[config.mk]
export PLATFORM = sky130hd
export DESIGN_NAME = fetch_busio
export DESIGN_NICKNAME = d
export VERILOG_FILES = /design/src/rtl/fetch_busio.sv
export SDC_FILE = /design/constraint.sdc
export NUM_CORES = 1
export LEC_CHECK = 0
export CORE_MARGIN = 2
export CORE_UTILIZATION = 45
export DETAILED_ROUTE_END_ITERATION = 7
export PLACE_DENSITY = 0.88
export RECOVER_POWER = 50
export REMOVE_ABC_BUFFERS = 1
export SYNTH_ARGS = -nofsm -noshare
export SYNTH_HDL_FRONTEND = slang
export SYNTH_SLANG_ARGS = --single-unit
export TNS_END_PERCENT = 100
[constraint.sdc]
create_clock -name clk -period 9.85 [get_ports clk]
set_input_delay 2.955 -clock clk [delete_from_list [all_inputs] [get_ports clk]]
set_output_delay 2.955 -clock clk [all_outputs]
set_load 0.02 [all_outputs]
[src/rtl/fetch_busio.sv]
// Instruction-port responder: serves fetch from a one-entry buffer and refills it
// over a single-outstanding valid/ready read, dropping responses made stale by redirect or invalidate.
module fetch_busio #(
    parameter logic [31:0] NOP_INSTR = 32'h00000013
) (
    input  logic        clk,
    input  logic        reset,
    input  logic [31:0] fetch_address,
    output logic [31:0] fetch_data,
    output logic        fetch_ready,
    input  logic        invalidate,
    output logic        mem_req_valid,
    input  logic        mem_req_ready,
    output logic [31:0] mem_req_address,
    input  logic        mem_resp_valid,
    input  logic [31:0] mem_resp_data,
    output logic [1:0]  o_dbg_state
);

    // Handshake: a request transfers on the cycle mem_req_valid && mem_req_ready;
    // valid and address stay stable until then, and exactly one response follows.
    typedef enum logic [1:0] {
        S_IDLE = 2'd0,
        S_REQ  = 2'd1,
        S_WAIT = 2'd2
    } state_t;

    state_t      r_state;
    state_t      w_next_state;
    logic        r_buf_valid;
    logic [29:0] r_buf_tag;
    logic [31:0] r_buf_data;
    logic [29:0] r_req_tag;
    logic        r_inval_pend;

    logic        w_hit;
    logic        w_fill;
    logic        w_load_req;

    assign w_hit = r_buf_valid && (r_buf_tag == fetch_address[31:2]);

    // A response only fills when nothing has invalidated it and fetch still wants that word.
    assign w_fill = (r_state == S_WAIT) && mem_resp_valid && !r_inval_pend && !invalidate
                    && (r_req_tag == fetch_address[31:2]);

    assign w_load_req = (r_state == S_IDLE) && !invalidate && !w_hit;

    assign fetch_ready     = w_hit;
    assign fetch_data      = w_hit ? r_buf_data : NOP_INSTR;
    assign mem_req_valid   = (r_state == S_REQ);
    assign mem_req_address = {r_req_tag, 2'b00};
    assign o_dbg_state     = r_state;

    always_comb begin
        w_next_state = r_state;
        case (r_state)
            S_IDLE: begin
                if (!invalidate && !w_hit) begin
                    w_next_state = S_REQ;
                end
            end
            S_REQ: begin
                if (mem_req_ready) begin
                    w_next_state = S_WAIT;
                end
            end
            S_WAIT: begin
                if (mem_resp_valid) begin
                    w_next_state = S_IDLE;
                end
            end
            default: w_next_state = S_IDLE;
        endcase
    end

    always_ff @(posedge clk) begin
        if (reset) begin
            r_state      <= S_IDLE;
            r_buf_valid  <= 1'b0;
            r_inval_pend <= 1'b0;
        end else begin
            r_state <= w_next_state;
            if (invalidate) begin
                r_buf_valid <= 1'b0;
            end else if (w_fill) begin
                r_buf_valid <= 1'b1;
            end
            // Pending flag lives only while a request is in flight.
            if (w_next_state == S_IDLE) begin
                r_inval_pend <= 1'b0;
            end else if (invalidate) begin
                r_inval_pend <= 1'b1;
            end
        end
    end

    always_ff @(posedge clk) begin
        if (w_fill) begin
            r_buf_tag  <= r_req_tag;
            r_buf_data <= mem_resp_data;
        end
        if (w_load_req) begin
            r_req_tag <= fetch_address[31:2];
        end
    end

endmodule
==> out/results.md <==
| Result | Reported | Unit |
| --- | --- | --- |
| Run status | completed | - |
| Clock buffers created by TritonCTS | 9 | - |
| Kind of path behind the tightest hold check | register to register | - |
| Number of buffers added for setup after CTS | 0 | - |
| Clock tree root buffer cell | sky130_fd_sc_hd__clkbuf_8 | - |
| Power Total | 0.851 | mW |
| Area of the core | 0.00830 | sq mm |
| Violation count after the first detailed-route iteration | 76 | - |
| Achievable frequency | 113 | MHz |
| Synth async-reset ratio | 0 | - |
| Top cell type's share of synthesized area | 0.713 | - |
| Sinks on the clock net | 96 | - |
| Gate count of the mapped netlist | 234 | - |
| Remaining DRCs | 0 | - |
| Post-synthesis cell type with the largest combined area | sky130_fd_sc_hd__edfxtp_1 | - |
| Routed wire per std cell | 17.5 | microns |
| Most instantiated library cell after synthesis | sky130_fd_sc_hd__edfxtp_1 | - |
| Synth top cells by count | sky130_fd_sc_hd__edfxtp_1, sky130_fd_sc_hd__xnor2_1, sky130_fd_sc_hd__and2_1 | - |
| Leak pwr | 1.84 | nW |
| Final wirelength | 8460 | microns |
| DPL Wire Length | 6280 | microns |
| Vias per cell | 5.00 | - |
| Area growth from synthesis to final layout | 43.0 | % |
| Count of pins on the block boundary | 137 | - |
| Clock transition at the registers of the reported paths | 0.10 | ns |
| First-pass GRT wire length | 13400 | microns |
| Transition at the pin with the smallest max-transition slack | 0.681 | ns |
| Initial antenna violation count | 1 | - |
| Share of layout cells above drive strength 1 | 0.0763 | - |
| Number of inserted diodes | 0 | - |
| Vert. Die Dim | 96.8 | microns |
| Distinct cell type count after synthesis | 24 | - |
| Rel. slew slack | 0.546 | - |
| Number of max-slew violations in the final report | 0 | - |
| GR Util All Layers | 0.186 | - |
| Fin worst setup slack | 1.03 | ns |
| First-pass iteration count of the detailed router | 4 | - |
| Final worst path period need | 8.82 | ns |
| Global route total overflow | 0 | - |
| Top FF cell, synth | sky130_fd_sc_hd__edfxtp_1 | - |
| Setup TNS after final layout | 0 | ns |
| Post-cts sizing count | 0 | - |
| Clock insertion delay at the later pin of the skew report | 0.36 | ns |
| Signal arrival time at the worst endpoint | 5.87 | ns |
| Sequential element share of the synthesized area | 0.734 | - |
| Rows | 33 | - |
| Cell types occupying the most area after synthesis | sky130_fd_sc_hd__edfxtp_1, sky130_fd_sc_hd__xnor2_1, sky130_fd_sc_hd__xor2_1, sky130_fd_sc_hd__and2_1, sky130_fd_sc_hd__nand4_1 | - |
| Startpoint type of the worst setup path | input port | - |
| Routability Congestion | 0.830 | - |
| Antenna Nets Post-Route | 0 | - |
| CP Max Fanout | 31 | - |
| Worst vdd ir | 0.0741 | mV |
| Routed vias | 2423 | - |
| Count of port buffers added during placement | 132 | - |
| Effective utilization at floorplan | 0.467 | - |
| Post-synthesis instance area | 0.00387 | sq mm |
| Post-synthesis register bit count | 96 | - |
| Crit path capture type | output pin | - |
| Unrepaired setup endpoints after global routing | no | - |
| Final hold viol count | 0 | - |
| Mean instance size in the synthesized netlist | 16.6 | sq um |
| Pin count of the biggest net entering global routing | 38 | - |
| Max capacitance violation total | 0 | - |
| Critical path data required time | 6.90 | ns |
| TritonCTS clock tree | yes | - |
| Chip Width | 96.8 | microns |
| Maximum root-to-sink buffer count | 2 | - |
| EDFF count, synth | 92 | - |
| Place WS | 1.03 | ns |
| Finished Core Util | 0.668 | - |
| Hold buffer count at CTS | 0 | - |
| Yosys warnings | 0 | - |
| Power density cells | 154 | mW/mm^2 |
| Start-to-end type of the worst setup path | input port to output pin | - |
| Number of endpoints failing setup at the final stage | 0 | - |
| Number of global-route vias before repair | 2436 | - |
| Setup Skew | 0.0120 | ns |
| CTS H-tree lvls | 3 | - |
| Total of fill cells in the finished design | 594 | - |
| Die area | 0.00937 | sq mm |
| Final cycle utilization of the critical path | 0.896 | - |
| Nets | 444 | - |
==> where the power goes <==
part / leakage (nW) / total, mW / switching [mW] / internal [mW]
sequential: 0.877 / 0.467 / 0.00861 / 0.459
clock: 0.118 / 0.300 / 0.132 / 0.168
combinational: 0.849 / 0.0836 / 0.0400 / 0.0436
==> layer usage <==
| metal | global-route usage | vias up | part of all wire | routed length (microns) |
|---|---|---|---|---|
| met2 | 0.302 | 109 | 0.48 | 4050 |
| li1 | - | 1133 | - | - |
| met4 | 0.0585 | 2 | 0.011 | 91 |
| met1 | 0.243 | 1168 | 0.45 | 3800 |
| met3 | 0.0527 | 11 | 0.060 | 506 |
| met5 | 0 | - | 0.0015 | 13 |
==> layout by cell type (no fill, tap or decap) <==
cell / count
sky130_fd_sc_hd__dfxtp_1: 4
sky130_fd_sc_hd__and2_2: 9
sky130_fd_sc_hd__conb_1: 2
sky130_fd_sc_hd__nand2b_1: 1
sky130_fd_sc_hd__clkdlybuf4s50_1: 37
sky130_fd_sc_hd__clkbuf_8: 9
sky130_fd_sc_hd__nor2_1: 5
sky130_fd_sc_hd__clkbuf_1: 1
sky130_fd_sc_hd__o21a_1: 1
sky130_fd_sc_hd__nand4_1: 13
sky130_fd_sc_hd__nor4_2: 1
sky130_fd_sc_hd__edfxtp_1: 92
sky130_fd_sc_hd__nor2b_1: 1
sky130_fd_sc_hd__clkinv_2: 1
sky130_fd_sc_hd__xnor2_1: 45
sky130_fd_sc_hd__inv_1: 3
sky130_fd_sc_hd__nor4_1: 5
sky130_fd_sc_hd__or4_4: 1
sky130_fd_sc_hd__xor2_1: 15
sky130_fd_sc_hd__bufinv_16: 3
sky130_fd_sc_hd__nor3_1: 2
sky130_fd_sc_hd__o211ai_1: 2
sky130_fd_sc_hd__clkinv_4: 1
sky130_fd_sc_hd__a21oi_1: 1
sky130_fd_sc_hd__and3_2: 1
sky130_fd_sc_hd__nor2_4: 1
sky130_fd_sc_hd__a211oi_1: 2
sky130_fd_sc_hd__dlygate4sd3_1: 95
sky130_fd_sc_hd__clkinv_1: 1
sky130_fd_sc_hd__and2_1: 20
sky130_fd_sc_hd__or3_1: 3
sky130_fd_sc_hd__buf_4: 2
==> critical path, cell delays in order <==
cell                              delay (ns)
sky130_fd_sc_hd__dlygate4sd3_1          0.60
sky130_fd_sc_hd__xor2_1                 0.17
sky130_fd_sc_hd__nor4_1                 0.42
sky130_fd_sc_hd__nand4_1                0.38
sky130_fd_sc_hd__nor2_4                 0.50
sky130_fd_sc_hd__and2_2                 0.22
sky130_fd_sc_hd__clkdlybuf4s50_1        0.60
==> area by class of cell <==
| type | instances | area (sq um) | share of cell area |
|---|---|---|---|
| repair buffers | 134 | 1340 | 0.241 |
| clock inverters | 6 | 108 | 0.0194 |
| inverters | 3 | 11.3 | 0.00203 |
| multi-input cells | 131 | 983 | 0.178 |
| flip-flops and latches | 96 | 2840 | 0.513 |
| clock buffers | 10 | 128 | 0.0230 |
| well taps | 105 | 131 | 0.0237 |
==> metrics by stage <==
stage | hold slack [ns] | instances | area (sq um)
after detailed placement | 0.461 | 469 | 5310
after global placement | 0.454 | 469 | 5310
after CTS | 0.484 | 485 | 5540
after floorplan | 0.440 | 230 | 3830
after global routing | 0.499 | 485 | 5540
final | 0.482 | 485 | 5540
==> path summary, 6_finish.rpt <==
kind	start	to	slack (ns)	cells after the start
worst max-delay path	fetch_address[25]	fetch_data[25]	1.03	7
worst min-delay path	r_buf_valid$_SDFFE_PP0P_	r_buf_valid$_SDFFE_PP0P_	0.48	1
worst max register to register	r_req_tag[17]$_DFFE_PP_	r_buf_data[9]$_DFFE_PP_	7.22	5
worst min register to register	r_buf_valid$_SDFFE_PP0P_	r_buf_valid$_SDFFE_PP0P_	0.48	1
==> state kept, by name, indices dropped and copies added, names as in the netlist <==
| signal | count |
|---|---|
| o_dbg_state | 2 |
| r_buf_data | 32 |
| r_buf_tag | 30 |
| r_buf_valid | 1 |
| r_inval_pend | 1 |
| r_req_tag | 30 |
==> cell families after synthesis <==
| family | Yosys count | synth area share |
|---|---|---|
| AOI/OAI and AO/OA | 6 | 0.0110 |
| xor gates and xnor gates | 60 | 0.136 |
| buffers and inverters | 8 | 0.0155 |
| DFF | 96 | 0.734 |
| other | 1 | 0.000968 |
| and+or+nand+nor | 63 | 0.103 |
(Power assumes the default switching activity.)
